`config.mk`:
```
export PLATFORM = sky130hd
export DESIGN_NAME = aib_tx_packer
export DESIGN_NICKNAME = d
export VERILOG_FILES = /design/src/rtl/aib_tx_packer.sv
export SDC_FILE = /design/constraint.sdc
export NUM_CORES = 1
export LEC_CHECK = 0
export ABC_AREA = 0
export BUFFER_PORTS_ARGS = -buffer_cell sky130_fd_sc_hd__buf_2
export CAP_MARGIN = 10
export CORE_ASPECT_RATIO = 0.6
export CORE_MARGIN = 10
export CORE_UTILIZATION = 38
export CTS_CLUSTER_SIZE = 8
export DETAILED_ROUTE_END_ITERATION = 6
export HOLD_SLACK_MARGIN = 0.02
export MAX_ROUTING_LAYER = met4
export PLACE_DENSITY = 0.67
export SYNTH_ARGS = -nofsm -noshare
export SYNTH_HDL_FRONTEND = slang
export SYNTH_SLANG_ARGS = --single-unit
```
`constraint.sdc`:
```
create_clock -name i_aib_clk -period 3.65 [get_ports i_aib_clk]
set_clock_uncertainty 0.15 [all_clocks]
set_input_delay 0 -clock i_aib_clk [delete_from_list [all_inputs] [get_ports i_aib_clk]]
set_output_delay 0 -clock i_aib_clk [all_outputs]
set_load 0.05 [all_outputs]
```
`src/rtl/aib_tx_packer.sv`:
```
// aib_tx_packer: packs a 32-bit word stream into 72-bit AIB Tx flits.
// Word pairs share a flit; a lone word is flushed as a half flit after an idle timeout.
module aib_tx_packer #(
  parameter int unsigned FLUSH_TIMEOUT = 16
) (
  input  logic        i_aib_clk,
  input  logic        i_rst,
  input  logic        i_word_valid,
  output logic        o_word_ready,
  input  logic [31:0] i_word_data,
  input  logic        i_word_last,
  output logic        o_tx_valid,
  input  logic        i_tx_ready,
  output logic [71:0] o_tx_data
);

  localparam int TW =
    (FLUSH_TIMEOUT > 0) ? $clog2(FLUSH_TIMEOUT + 1) : 1;
  localparam logic [TW-1:0] T_MAX  = TW'(FLUSH_TIMEOUT);
  localparam logic [TW-1:0] T_FIRE = TW'(FLUSH_TIMEOUT - 1);

  typedef enum logic {
    EMPTY,
    HALF
  } state_t;

  state_t        state;
  logic [31:0]   hold;
  logic [3:0]    seq;
  logic [TW-1:0] timer;

  logic          out_free;
  logic          accept;
  logic          flush_due;
  logic          emit;
  logic [66:0]   emit_lo;
  logic [70:0]   body;

  assign out_free     = !o_tx_valid || i_tx_ready;
  assign o_word_ready = out_free && !i_rst;
  assign accept       = i_word_valid && o_word_ready;

  // Fires on the last idle cycle, or later once saturated and the slot frees.
  assign flush_due = (FLUSH_TIMEOUT != 0)
                  && (state == HALF)
                  && !accept
                  && out_free
                  && ((timer == T_FIRE) || (timer == T_MAX));

  always_comb begin
    emit    = 1'b0;
    emit_lo = '0;
    unique case (1'b1)
      (accept && state == EMPTY && i_word_last): begin
        emit    = 1'b1;
        emit_lo = {1'b1, 2'b01, 32'h0, i_word_data};
      end
      (accept && state == HALF): begin
        emit    = 1'b1;
        emit_lo = {i_word_last, 2'b11, i_word_data, hold};
      end
      flush_due: begin
        emit    = 1'b1;
        emit_lo = {1'b0, 2'b01, 32'h0, hold};
      end
      default: ;
    endcase
  end

  assign body = {seq, emit_lo};

  always_ff @(posedge i_aib_clk) begin
    if (i_rst) begin
      o_tx_valid <= 1'b0;
      o_tx_data  <= '0;
      state      <= EMPTY;
      seq        <= '0;
      timer      <= '0;
      hold       <= '0;
    end else begin
      if (emit) begin
        o_tx_data  <= {^body, body};
        o_tx_valid <= 1'b1;
        seq        <= seq + 4'd1;
      end else if (out_free) begin
        o_tx_valid <= 1'b0;
      end
      unique case (state)
        EMPTY: begin
          if (accept && !i_word_last) begin
            hold  <= i_word_data;
            state <= HALF;
            timer <= '0;
          end
        end
        HALF: begin
          if (accept || flush_due) begin
            state <= EMPTY;
            timer <= '0;
          end else if (timer != T_MAX) begin
            timer <= timer + TW'(1);
          end
        end
        default: state <= EMPTY;
      endcase
    end
  end

endmodule

```
==> results.md <==
Power:
- The peak supply drop is 310 uV.
- Summed over all cells, the static leakage comes to 2.82 nW.
- The ratio of total power to cell area is 494 nW/um2.

Placement:
- Port buffering added 110 buffers.
- Routability-driven placement finished with a final weighted congestion of 0.880.
- In this run the cell area measured after placement is 6080 um2.
- The HPWL after detailed placement is 12.0 mm.

Global route:
- The largest net degree at the start of global routing is 113.
- The total grt overflow is 0.
- The aggregate global-route resource usage is 18.0%.
- The number of antenna violations at the first check in global routing was 0.
- The via count of the first global-routing pass came to 5030.
- The wire length of the first global-routing pass is 27.6 mm.

Synthesis:
- The fraction of the mapped netlist area in simple logic gates is 18.6%.
- The adder-cell area share of the yosys netlist is 0.934%.
- The synthesized flop and latch total is 115.
- After synthesis, the most frequently instantiated cells are 115 x dfxtp_1, 91 x nand2_1, 77 x nor2_1.
- The xor/xnor cell area share of the yosys netlist is 10.6%.
- The share of the synthesized area in compound gates (AO/OA/AOI/OAI) is 22.6%.
- By area, the combinational part of the netlist is dominated by compound AO/OA/AOI/OAI gates.
- Synthesis produced a netlist whose cell count is 631.
- The area fraction of the dominant cell type after synthesis is 43.0%.
- The cell with the most instances after synthesis is dfxtp_1.
- Yosys mapped a number of flops with a built-in enable equal to 0.
- After synthesis, the netlist uses 47 different library cells.
- Dividing the synthesized area by the synthesized cell count gives 8.49 um2.
- dfxtp_1 takes more of the synthesized area than any other cell.
- The sequential-to-total area share from yosys stat is 43.0%.
- During synthesis, Yosys emitted a total of 0 warnings.
- The dominant synthesized flop cell is dfxtp_1.
- The multiplexer fraction of the synthesized cell area is 0.420%.
- Yosys attributes the largest share of cell area to dfxtp_1 43%, a21oi_1 7.1%, nand2_1 6.4%, xnor2_1 5.6%, nor2_1 5.4%.
- The synthesized netlist occupies a cell area of 5360 um2.
- The number of nets handed over by synthesis was 672.
- The share of async-settable or async-resettable flops after synthesis is 0%.

Worst setup path:
- The buffering stage count on the worst path with inverters included is 0.
- The slowest stage of the critical path belongs to the cell xnor3_1.
- The origin of the critical flop-to-flop path is timer[0].
- The worst setup path endpoint is o_tx_data[71].
- The maximum cell stage delay along the critical path is 420 ps.
- Data arrives at the worst endpoint at 3570 ps.
- The most common cell type on the critical path is xnor3_1.
- The kind of start point of the critical path is a flip-flop.
- The worst reg-to-reg setup slack is 250 ps.
- The worst register-to-register path has a depth of 10.
- The worst setup path is of the flip-flop to flip-flop kind.
- The critical path launch point is timer[0].
- The data required time of the worst path is 3830 ps.
- STA classifies the critical path endpoint as a flip-flop.
- The cell class contributing the biggest share of worst-path delay is XOR/XNOR gates.
- The maximum net fanout on the critical path is 9.
- The critical path goes through ha_1, nand4b_1, a31oi_4, a32oi_1, xor2_1, xnor3_1, xnor3_1, xor2_1, xnor3_1, a211oi_2.
- The critical path crosses 10 cells after its start point.
- The capture point of the worst reg-to-reg path is o_tx_data[71].

STA:
- At the pin with the least slew margin, the transition time is 1140 ps.
- The final worst-path cycle share is 93.1%.
- The worst-case headroom to the max-slew limit is 24.3%.
- The count of pins over their slew limit was 0.
- Static timing analysis puts the maximum clock frequency at 0.294 GHz.
- The number of hold-slack violations in the final timing report is 0.
- The total negative slack for setup checks is 0 ps.
- Setup violations remaining at the end of the flow were counted as 0.
- The final critical delay including setup and external delays is 3400 ps.
- Setup repair after global routing left no endpoint under its margin.

Drt:
- The overall routed net length is 17.4 mm.
- For this run, the detailed router's first-pass iteration total came to 5.
- The count of unresolved DRC violations after routing is 0.
- In the final routed layout, each cell accounts on average for 18.2 um.
- For this block, the initial DRC count from the detailed router was 588.
- After detailed routing, the number of vias per cell comes to 5.47.
- The via count is 5243.
- The count of nets left with antenna violations once routing finished came out at 0.

Floorplan:
- The I/O pin count is 111.
- The initial core utilization is 39.1%.
- The die covers 19400 um2.
- In this run the standard cell core region covers 13700 um2.
- In this run the horizontal extent of the chip is 173 um.
- The number of core rows is 33.
- The die span in y is 112 um.

CTS:
- CTS placed an instance of clkbuf_16 at the clock tree root.
- The number of buffers created by CTS is 17.
- After clock tree synthesis, the clock-pin slew on the worst setup and hold paths is 50 ps.
- The maximum level of the CTS H-tree is 4.
- For this design, the sink count on the clock tree is 115.
- The maximum count of clock buffers along a single path is 2.
- After clock tree synthesis, the setup repair step added 0 buffers.
- TritonCTS built the clock tree.
- Clock latency on the worst-skew pair, taken at its later pin, is 410 ps.

Final layout:
- The synthesis-to-layout area growth is 31.2%.
- 0 antenna diodes ended up in the layout.
- The fraction of final layout cells sized beyond drive strength 1 is 21.0%.
- The final non-filler cell area is 7030 um2.
- The number of nets at the end of the flow is 798.

Run:
- The number of max-cap violations is 0.

Worst hold path:
- The path class of the tightest hold or removal check is primary input to flip-flop.

Status:
- The flow ran to the end, and the final reports show no timing, DRC or antenna violations.
[kinds of logic after synthesis]
kind of cell | count (synthesis)
AO/OA/AOI/OAI | 177
XOR/XNOR | 54
adder cells (fa/ha/maj) | 4
buffers and inverters | 54
flip-flops | 115
multiplexers | 2
AND/OR/NAND/NOR | 225
[per-stage QoR]
step	hold slack (ps)	cells	power [mW]	setup slack [ps]	util, %
floorplan	-14.0	631	1.68	469	-
global placement	145	895	1.81	367	44.4
detailed placement	147	895	1.82	306	44.4
CTS	119	958	3.48	269	51.1
global route	169	959	3.60	74.7	51.3
finish	124	959	3.47	252	51.3
[layout make-up]
class / count / area [um2]
Inverter: 4 / 15.0
Tap cell: 192 / 240
Multi-Input combinational cell: 462 / 2870
Timing Repair Buffer: 157 / 1020
Clock inverter: 5 / 75.1
Fill cell: 1277 / 6680
Clock buffer: 24 / 502
Sequential cell: 115 / 2300
[worst min path at each step]
stage / cells after the start / end / slack (ps) / startpoint
6_report: 5 / o_tx_data[66] / 120 / i_rst
5_1_grt: 5 / o_tx_data[66] / 170 / i_rst
4_1_cts: 5 / o_tx_data[66] / 120 / i_rst
3_5_place_dp: 3 / hold[27] / 150 / i_word_data[27]
3_3_place_gp: 3 / hold[27] / 140 / i_word_data[27]
2_1_floorplan: 2 / hold[17] / -10 / i_word_data[17]
[sequential cells by signal, indices dropped and copies added, names as in the netlist]
name,flops
hold,32
o_tx_data,72
o_tx_valid,1
seq,4
state,1
timer,5
[layer usage]
layer	part of all wire (%)	global-route usage (%)
met5	0	-
met4	0.68	4.35
met3	9.6	6.21
met2	42	25.0
met1	48	24.4
[worst register-to-register path, cell delays in order (launching register included)]
cell and delay (ps):
dfxtp_1 390, ha_1 230, nand4b_1 210, a31oi_4 390, a32oi_1 190, xor2_1 240, xnor3_1 330, xnor3_1 370
xor2_1 190, xnor3_1 420, a211oi_2 210
[cell usage in the layout, fill, tap and decap left out, types with 3 or more instances in the layout]
master | Yosys | routed
xnor2_1 | 34 | 34
buf_4 | 0 | 12
a32oi_1 | 5 | 5
xor2_1 | 13 | 13
nand4_1 | 3 | 3
nand2_1 | 91 | 91
clkbuf_8 | 0 | 5
nor2b_1 | 14 | 14
a41oi_1 | 10 | 10
a22oi_1 | 33 | 33
dfxtp_1 | 115 | 115
dlygate4sd3_1 | 0 | 34
a222oi_1 | 24 | 24
ha_1 | 4 | 4
nor2_1 | 77 | 77
nor3_1 | 8 | 6
xnor3_1 | 7 | 7
a21oi_1 | 76 | 75
nand2b_1 | 18 | 18
o21ai_0 | 12 | 12
clkinv_2 | 0 | 3
buf_2 | 3 | 109
inv_1 | 4 | 4
clkbuf_16 | 0 | 17
[what timing repair did]
| action | CTS | global route |
|---|---|---|
| hold buffers | 34 | 0 |
| resized for setup | 0 | 0 |
| hold endpoints to repair | 101 | 0 |
[power by group]
part	total (mW)	internal [mW]	switching, mW
sequential	1.32	1.29	0.0264
clock	1.64	1.08	0.557
combinational	0.516	0.213	0.303
total	3.47	2.58	0.887
(Power assumes the default switching activity.)
